**src/rtl/uart_rx_param.sv**
```systemverilog
// Parametrised UART receiver.
// The serial line is synchronised and majority-filtered. A timer-driven FSM
// samples each bit at mid-period and decodes the frame: configurable data
// bits, optional parity, and one or two stop bits. Completed characters and
// their error flags go into a small FIFO that the consumer drains with a
// valid/ready handshake.
//
// Handshake: o_valid is high whenever the FIFO holds an entry, and the head
// entry is presented on o_data/o_frame_err/o_parity_err. An entry is consumed
// on every rising edge where o_valid && i_ready. i_ready is ignored while
// o_valid is low. A commit into a full FIFO is dropped (o_overrun pulses),
// unless a pop happens in the same cycle.
module uart_rx_param #(
    parameter int CLK_DIV    = 10416,
    parameter int DATA_BITS  = 8,
    parameter int PARITY     = 0,
    parameter int STOP_BITS  = 1,
    parameter int FIFO_DEPTH = 4
) (
    input  logic                 CLK,
    input  logic                 RST,
    input  logic                 UART_RX,
    output logic [DATA_BITS-1:0] o_data,
    output logic                 o_frame_err,
    output logic                 o_parity_err,
    output logic                 o_valid,
    input  logic                 i_ready,
    output logic                 o_overrun,
    output logic                 o_break,
    output logic                 o_busy
);

    localparam int TW = $clog2(CLK_DIV);
    localparam int IW = 4;
    localparam int AW = $clog2(FIFO_DEPTH);
    localparam int PW = AW + 1;
    localparam int EW = DATA_BITS + 2;

    localparam logic [TW-1:0] TICK_AT = TW'(CLK_DIV - 1);
    localparam logic [TW-1:0] HALF_AT = TW'((CLK_DIV / 2) - 1);
    localparam logic [IW-1:0] LAST_DATA = IW'(DATA_BITS - 1);
    localparam logic [IW-1:0] LAST_STOP = IW'(STOP_BITS - 1);
    localparam logic          ODD_MODE  = (PARITY == 1);
    localparam logic          HAS_PAR   = (PARITY != 0);

    typedef enum logic [2:0] {
        ST_IDLE     = 3'd0,
        ST_START    = 3'd1,
        ST_DATA     = 3'd2,
        ST_PARITY   = 3'd3,
        ST_STOP     = 3'd4,
        ST_COMMIT   = 3'd5,
        ST_BRK_WAIT = 3'd6
    } state_t;

    // Input conditioning registers
    logic [1:0]           r_sync;
    logic [2:0]           r_filt_sh;
    logic                 w_filt;

    // Receiver FSM registers
    state_t               r_state;
    logic [TW-1:0]        r_timer;
    logic [IW-1:0]        r_idx;
    logic [DATA_BITS-1:0] r_shift;
    logic                 r_frame_err;
    logic                 r_parity_err;
    logic                 r_par_bit;
    logic                 r_break;
    logic                 w_tick;
    logic                 w_is_break;
    logic                 w_commit;

    // FIFO registers
    logic [EW-1:0]        r_mem [FIFO_DEPTH];
    logic [PW-1:0]        r_wptr;
    logic [PW-1:0]        r_rptr;
    logic                 r_overrun;
    logic                 w_empty;
    logic                 w_full;
    logic                 w_pop;
    logic                 w_push;
    logic [EW-1:0]        w_head;

    // Two-flop synchroniser feeding a 3-sample window; idle level is 1
    always_ff @(posedge CLK) begin
        if (RST) begin
            r_sync    <= 2'b11;
            r_filt_sh <= 3'b111;
        end else begin
            r_sync    <= {r_sync[0], UART_RX};
            r_filt_sh <= {r_filt_sh[1:0], r_sync[1]};
        end
    end

    assign w_filt = (r_filt_sh[0] & r_filt_sh[1]) |
                    (r_filt_sh[0] & r_filt_sh[2]) |
                    (r_filt_sh[1] & r_filt_sh[2]);

    assign w_tick = (r_timer == TICK_AT);

    // An all-zero character with a low stop bit (and a low parity bit, if
    // one is present) is a line break, not data.
    assign w_is_break = (r_shift == '0) && (!HAS_PAR || !r_par_bit) && r_frame_err;
    assign w_commit   = (r_state == ST_COMMIT) && !w_is_break;

    // Frame decoder: bit timing, sampling, error capture and commit
    always_ff @(posedge CLK) begin
        if (RST) begin
            r_state      <= ST_IDLE;
            r_timer      <= '0;
            r_idx        <= '0;
            r_shift      <= '0;
            r_frame_err  <= 1'b0;
            r_parity_err <= 1'b0;
            r_par_bit    <= 1'b0;
            r_break      <= 1'b0;
        end else begin
            r_break <= 1'b0;
            case (r_state)
                ST_IDLE: begin
                    r_timer <= '0;
                    r_idx   <= '0;
                    if (!w_filt) begin
                        r_state      <= ST_START;
                        r_frame_err  <= 1'b0;
                        r_parity_err <= 1'b0;
                        r_par_bit    <= 1'b0;
                    end
                end
                ST_START: begin
                    // Re-check the start bit at its middle; this also aligns
                    // every later full-period tick to mid-bit.
                    if (r_timer == HALF_AT) begin
                        r_timer <= '0;
                        r_state <= w_filt ? ST_IDLE : ST_DATA;
                    end else begin
                        r_timer <= r_timer + TW'(1);
                    end
                end
                ST_DATA: begin
                    if (w_tick) begin
                        r_timer <= '0;
                        // LSB arrives first, so shift in from the top
                        r_shift <= {w_filt, r_shift[DATA_BITS-1:1]};
                        if (r_idx == LAST_DATA) begin
                            r_idx   <= '0;
                            r_state <= HAS_PAR ? ST_PARITY : ST_STOP;
                        end else begin
                            r_idx <= r_idx + IW'(1);
                        end
                    end else begin
                        r_timer <= r_timer + TW'(1);
                    end
                end
                ST_PARITY: begin
                    if (w_tick) begin
                        r_timer      <= '0;
                        r_par_bit    <= w_filt;
                        r_parity_err <= (^r_shift) ^ w_filt ^ ODD_MODE;
                        r_state      <= ST_STOP;
                    end else begin
                        r_timer <= r_timer + TW'(1);
                    end
                end
                ST_STOP: begin
                    if (w_tick) begin
                        r_timer <= '0;
                        if (!w_filt) begin
                            r_frame_err <= 1'b1;
                        end
                        if (r_idx == LAST_STOP) begin
                            r_idx   <= '0;
                            r_state <= ST_COMMIT;
                        end else begin
                            r_idx <= r_idx + IW'(1);
                        end
                    end else begin
                        r_timer <= r_timer + TW'(1);
                    end
                end
                ST_COMMIT: begin
                    r_timer <= '0;
                    if (w_is_break) begin
                        r_break <= 1'b1;
                        r_state <= ST_BRK_WAIT;
                    end else begin
                        r_state <= ST_IDLE;
                    end
                end
                ST_BRK_WAIT: begin
                    if (w_filt) begin
                        r_state <= ST_IDLE;
                    end
                end
                default: begin
                    r_state <= ST_IDLE;
                end
            endcase
        end
    end

    assign w_empty = (r_wptr == r_rptr);
    assign w_full  = (r_wptr[PW-1] != r_rptr[PW-1]) &&
                     (r_wptr[AW-1:0] == r_rptr[AW-1:0]);
    assign w_pop   = !w_empty && i_ready;
    assign w_push  = w_commit && (!w_full || w_pop);
    assign w_head  = r_mem[r_rptr[AW-1:0]];

    // FIFO pointers and the overrun pulse for a commit that found no room
    always_ff @(posedge CLK) begin
        if (RST) begin
            r_wptr    <= '0;
            r_rptr    <= '0;
            r_overrun <= 1'b0;
        end else begin
            r_overrun <= w_commit && w_full && !w_pop;
            if (w_push) begin
                r_wptr <= r_wptr + PW'(1);
            end
            if (w_pop) begin
                r_rptr <= r_rptr + PW'(1);
            end
        end
    end

    // FIFO storage; contents are only observable through a valid head
    always_ff @(posedge CLK) begin
        if (w_push) begin
            r_mem[r_wptr[AW-1:0]] <= {r_shift, r_frame_err, r_parity_err};
        end
    end

    assign o_valid      = !w_empty;
    assign o_data       = o_valid ? w_head[EW-1:2] : '0;
    assign o_frame_err  = o_valid ? w_head[1] : 1'b0;
    assign o_parity_err = o_valid ? w_head[0] : 1'b0;
    assign o_overrun    = r_overrun;
    assign o_break      = r_break;
    assign o_busy       = (r_state != ST_IDLE);

endmodule

```
**config.mk**
```make
export PLATFORM = sky130hd
export DESIGN_NAME = uart_rx_param
export DESIGN_NICKNAME = d
export VERILOG_FILES = /design/src/rtl/uart_rx_param.sv
export SDC_FILE = /design/constraint.sdc
export NUM_CORES = 1
export LEC_CHECK = 0
export CORE_MARGIN = 1.5
export CORE_UTILIZATION = 50
export DETAILED_ROUTE_END_ITERATION = 8
export HOLD_SLACK_MARGIN = 0.1
export PLACE_DENSITY_LB_ADDON = 0.1
export RECOVER_POWER = 25
export SLEW_MARGIN = 20
export SYNTH_ARGS = -nofsm -noshare
export SYNTH_HDL_FRONTEND = slang
export SYNTH_SLANG_ARGS = --single-unit
```
**constraint.sdc**
```tcl
create_clock -name CLK -period 2.2 [get_ports CLK]
set_clock_uncertainty 0.05 [all_clocks]
set_input_delay 0.33 -clock CLK [delete_from_list [all_inputs] [get_ports CLK]]
set_output_delay 0.33 -clock CLK [all_outputs]
set_load 0.02 [all_outputs]
```
# ---- Yosys cells after proc, flatten, opt, wreduce, memory -nomap -nowiden
# Memories as Yosys holds them, arrays and structs flattened. A register that Yosys moved wholly into a read port is not among the register bits.
# Index checks and enable logic that the tools add are counted.
dict set report totals {
  ff_bits 44
  ram_bits 40
  inputBits 4
  output_inout_bits 14
  word_cells 107
  mem_count 1
}
dict set report op_classes {
  add_sub_neg 4
  eq_ne 21
  mux 33
  n_bitwise 7
  n_reduce_logical 29
}
# memory depth word_bits read_ports rd_clocked_by_memory_dff wr line_no
set mem_list {}
lappend mem_list {r_mem 4 10 1 1 1 75} ;# logic [EW-1:0] r_mem [FIFO_DEPTH];
# cell count
set op_table {}
lappend op_table {{14-bit case mux with 3 select lines} 1}
lappend op_table {{14-bit 2-to-1 mux} 2}
lappend op_table {{3-bit 2-to-1 mux} 9}
lappend op_table {{3-bit case mux with 7 select lines} 1}
lappend op_table {{2-bit != test, second input constant} 9}
lappend op_table {{4-bit 2-to-1 mux} 4}
lappend op_table {{14-bit by 1-bit adder with 14-bit output, second input constant} 1}
lappend op_table {{14-bit by 13-bit equality test with 1-bit output, second input constant} 1}
lappend op_table {{14-bit equality test, second input constant} 1}
lappend op_table {{4-bit case mux with 3 select lines} 1}
lappend op_table {{3-bit equality test, second input constant} 3}
lappend op_table {{1-bit 2-to-1 mux} 9}
lappend op_table {{3-bit nonzero test} 3}
lappend op_table {{8-bit logical NOT} 1}
lappend op_table {{8-bit 2-to-1 mux} 1}
lappend op_table {{8-bit AND reduction} 1}
lappend op_table {{8-bit parity} 1}
lappend op_table {{1-bit logical AND} 7}
lappend op_table {{3-bit by 1-bit adder with 3-bit output, second input constant} 2}
lappend op_table {{3-bit by 2-bit equality test with 1-bit output, second input constant} 2}
lappend op_table {{2-bit 2-to-1 mux} 3}
lappend op_table {{3-bit AND reduction} 2}
lappend op_table {{4-bit by 1-bit adder with 4-bit output, second input constant} 1}
lappend op_table {{4-bit by 3-bit equality test with 1-bit output, second input constant} 1}
lappend op_table {{other kinds (18)} 27}

# ---- Logic depth before layout (Yosys ltp)
dict set report logic_depth {
  word_depth 7
  depth_mapped 8
  ltp_nobuf 7
}

# ---- Least setup slack after synthesis
# OpenSTA, ideal clock, no wires.
dict set report synth_path {
  path_kind {register -> register}
  start {register r_shift[6]}
  end {memory r_mem[3][0] in the netlist's numbering, enable pin}
  setup_time_ps 346
  arrival_time_ps 1658
  required_time_ps 1804
  path_slack_ps 146
  stages_incl_launch_ff 8
  path_buffers 1
  period_less_slack_ps 2054
  path_cell_list {dfxtp_1 -> inv_1 -> ha_1 -> and3_1 -> nand3_1 -> and4_1 -> clkbuf_1 -> and2_1}
}
dict set report synth_between {
  elab_chain_cells 7
}
# item line_no
set synth_lines {}
lappend synth_lines {{start: declaration} 65} ;# logic [DATA_BITS-1:0] r_shift;
lappend synth_lines {{start signal: assignment} 145} ;# r_shift <= {w_filt, r_shift[DATA_BITS-1:1]};
lappend synth_lines {{8-bit logical NOT} 104} ;# assign w_is_break = (r_shift == '0) && (!HAS_PAR || !r_par_bit) && r_frame_err;
lappend synth_lines {{1-bit logical AND} 104}
lappend synth_lines {{1-bit logical NOT} 105} ;# assign w_commit = (r_state == ST_COMMIT) && !w_is_break;
lappend synth_lines {{1-bit logical AND} 105}
lappend synth_lines {{1-bit logical AND} 207} ;# assign w_push = w_commit && (!w_full || w_pop);
lappend synth_lines {{1-bit 2-to-1 mux} 229} ;# if (w_push) begin
lappend synth_lines {{1-bit 2-to-1 mux (implied by the code)} 230} ;# r_mem[r_wptr[AW-1:0]] <= {r_shift, r_frame_err, r_parity_err};
lappend synth_lines {{end: declaration} 75}
# Every way passes these cells.

==> results.json <==
{
  "cp_slowest_stage_delay_ns": 0.48,
  "syn-num-nets": 362,
  "grt_max_degree": 23,
  "synth_xor_area_share_pct": 4.264,
  "clockRootBuffer": "clkbuf_8",
  "p_seq_share_pct": 58.0,
  "hold_violations": 0,
  "area_delta_synth_final_pct": 16.26,
  "fmax_ghz": 0.4705,
  "p_sw_share_pct": 24.97,
  "place.gp.congestion": 0.8255,
  "overflow": 0,
  "p_sw_uw": 723.1,
  "final_area_sq_um": 4537,
  "synth-edff-count": 40,
  "synthDistinctLibCells": 57,
  "seqCellArea_sq_um": 2125,
  "syn_area_sq_um": 3902,
  "cp.required_ns": 1.82,
  "post_synth.cell_area_avg_sq_um": 11.28,
  "clkTransAtPathRegs_ns": 0.09,
  "dieArea_sq_um": 8344,
  "syn_inst": 346,
  "post-cts-setup-buffer-count": 0,
  "dr.pass1.iters": 4,
  "grt_pass1_vias": 2561,
  "synthMuxAreaShare_pct": 7.086,
  "core_region_area_sq_um": 7647,
  "start_util_pct": 51.03,
  "slowest_stage": "mux4_2",
  "ys_seq_elements": 86,
  "p_per_area_nw_per_um2": 638.4,
  "setup_violations": 0,
  "synth_top_area_share_pct": 30.78,
  "multi_input_area_sq_um": 1644,
  "yosys.area.top_type": "edfxtp_1",
  "dp_hpwl_um": 5165,
  "viasPerCell": 5.346,
  "worstMarginPinSlew_ns": 0.4438,
  "p_comb_share_pct": 4.7,
  "grt_pass1_wl_um": 12290,
  "start_kind": "flop",
  "drive_gt1_share_pct": 19.38,
  "synth_top_family_by_area": "simple AND/OR/NAND/NOR gates",
  "io_pins": 18,
  "path_cells": "buf_6 -> mux4_2 -> and2_1 -> clkdlybuf4s15_1",
  "ys_warn_count": 0,
  "dieHeight_um": 91.35,
  "fillers": 647,
  "fin_crit_sh_pct": 96.60,
  "setup.worst_path.class": "reg2out",
  "path_max_fanout": 5,
  "drt_iter0_drc": 112,
  "status": "finished, final reports clean",
  "antenna_cells": 0,
  "cap_violations": 0,
  "cts_resized": 15,
  "synth.area.top_cells": "edfxtp_1 (31%), dfxtp_1 (24%), mux4_2 (5.8%)",
  "clock_sinks": 86,
  "cts-hold-fix-buffers": 0,
  "io_buffers": 17,
  "whs_ns": 0.3657,
  "synth-simple-area-share_pct": 19.40,
  "row_count": 32,
  "clkPwrFrac_pct": 37.3,
  "cellInternalPower_mw": 2.173,
  "path_delay_family": "multiplexers",
  "synthAdderAreaFrac_pct": 4.136,
  "vdd_drop_max_mv": 0.4596,
  "relSlewSlack_pct": 70.10,
  "cts_max_level": 3,
  "num-nets-final": 398,
  "die_w_um": 91.35,
  "synth_compound_area_share_pct": 7.214,
  "cts_buffer_depth": 2,
  "synth-seq-area-share_pct": 54.38,
  "path_buf_inv": 2,
  "worstPathArrival_ns": 1.75,
  "wirelength_um": 7111,
  "cts_buffers": 9,
  "ys.flop_type": "dfxtp_1",
  "crit_path_end_kind": "output pin",
  "rsz0062_at_grt": "false",
  "drc": 0,
  "wire_per_inst_um": 14.54,
  "antenna_found_initial": 0,
  "vias": 2614,
  "async_flop_share_pct": 0,
  "placed_cell_area_sq_um": 4369,
  "clk_latency_ns": 0.35,
  "p_leak_nw": 1.627,
  "track_usage_pct": 18.70,
  "drv_slew": 0,
  "period_minus_slack_ns": 2.125,
  "cts_tree": "yes",
  "min_path_type": "reg2reg",
  "ant_nets": 0
}
[synth_stat cells, types with 3 or more instances]
| library cell | number |
|---|---|
| dfxtp_1 | 46 |
| edfxtp_1 | 40 |
| nor2_1 | 31 |
| nand2_1 | 22 |
| nand3_1 | 20 |
| and2_1 | 15 |
| a21oi_1 | 14 |
| inv_1 | 14 |
| ha_1 | 12 |
| xnor2_1 | 11 |
| mux4_2 | 10 |
| o21ai_0 | 10 |
| clkbuf_1 | 9 |
| xor2_1 | 8 |
| nor3_1 | 7 |
| or2_2 | 6 |
| buf_2 | 5 |
| nand4_1 | 5 |
| and3_1 | 4 |
| mux2i_1 | 4 |
| nor2b_1 | 4 |
| a31oi_1 | 3 |
| nand3b_1 | 3 |
| nor3b_1 | 3 |
[placed cells by master, fill, tap and decap left out, types with 2 or more instances in the layout]
cell              n
nor2b_1           4
clkbuf_8          9
nor2_1           31
and4b_1           2
nor4bb_1          2
nor3b_1           3
nand2b_1          2
dfxtp_2           2
nand2_1          22
nor3_1            7
nand4_1           5
nand3_1          20
buf_12            5
nand4b_1          2
a21oi_1          14
nand3b_1          3
inv_1            14
xor2_1            8
a32oi_1           2
a31oi_1           3
clkbuf_2          8
or2_2             6
buf_6             2
ha_1             12
xnor2_1          11
and2_1           15
dfxtp_1          44
inv_8             3
and3_1            4
mux4_2           10
o2111ai_1         2
o21ai_0          10
buf_4            17
clkinv_4          3
clkdlybuf4s50_1   6
mux2i_1           4
edfxtp_1         40
[stage by stage]
step	util (%)	total power [mW]	worst slack, ns	TNS [ns]	std cells
floorplan	-	1.804	0.1455	0	346
global placement	57.13	1.851	0.1577	0	473
detailed placement	57.13	1.853	0.1357	0	473
CTS	59.64	2.930	-0.02238	-0.1289	489
global route	59.33	3.006	0.005360	0	489
finish	59.33	2.896	0.07472	0	489
[worst paths after layout]
path | from | to | slack, ns | depth (start not counted)
max reg2reg | r_shift[6]$_SDFFE_PP0P_ | r_mem[3][1]$_DFFE_PP_ | 0.19 | 7
max | flop | o_parity_err | 0.07 | 4
min reg2reg | r_sync[0]$_SDFF_PP1_ | r_sync[1]$_SDFF_PP1_ | 0.37 | 1
min | r_sync[0]$_SDFF_PP1_ | r_sync[1]$_SDFF_PP1_ | 0.37 | 1
[registers in the layout, summed over array words and instances, names as in the netlist, named ones only]
| signal | cells |
|---|---|
| r_mem | 40 |
| r_timer | 14 |
| r_shift | 8 |
| r_idx | 4 |
| r_filt_sh | 3 |
| r_rptr | 3 |
| r_state | 3 |
| r_wptr | 3 |
| r_sync | 2 |
| o_break | 1 |
| o_overrun | 1 |
| r_frame_err | 1 |
| r_parity_err | 1 |
[cells by family (layout without fill, tap and decap cells)]
| group | after synthesis | in the layout |
|---|---|---|
| mux | 15 | 15 |
| compound gates | 43 | 43 |
| fa+ha+maj | 13 | 13 |
| xor+xnor | 19 | 19 |
| buf+inv | 32 | 73 |
| simple gates | 138 | 138 |
| flops | 86 | 86 |
[worst register-to-register path: stages, from the launching register on]
cell and delay (ns):
dfxtp_1 0.45, inv_1 0.07, ha_1 0.20, and3_1 0.17
nand3_1 0.11, and4_2 0.33, and2_1 0.21, buf_12 0.15
[final cells by class]
class | instances | share of cell area (%)
Timing Repair Buffer | 42 | 8.467
Clock buffer | 9 | 2.730
Sequential cell | 86 | 46.83
Multi-Input combinational cell | 228 | 36.24
Clock inverter | 7 | 1.682
Inverter | 15 | 1.241
Tap cell | 102 | 2.813
[power by group through the flow]
stage,clock network [mW],registers (mW),logic (mW)
after floorplan,0,1.71,0.0935
after global placement,0,1.72,0.134
after detailed placement,0,1.72,0.136
after CTS,1.11,1.68,0.136
after global routing,1.17,1.68,0.150
final,1.08,1.68,0.135
[metal layers]
layer	part of all wire, %	GRT usage, %	vias up
met5	0	0	-
met1	46	24.08	1246
met4	1.4	5.729	0
li1	-	-	1322
met3	3.0	3.853	9
met2	50	31.65	37
(Power assumes the default switching activity.)
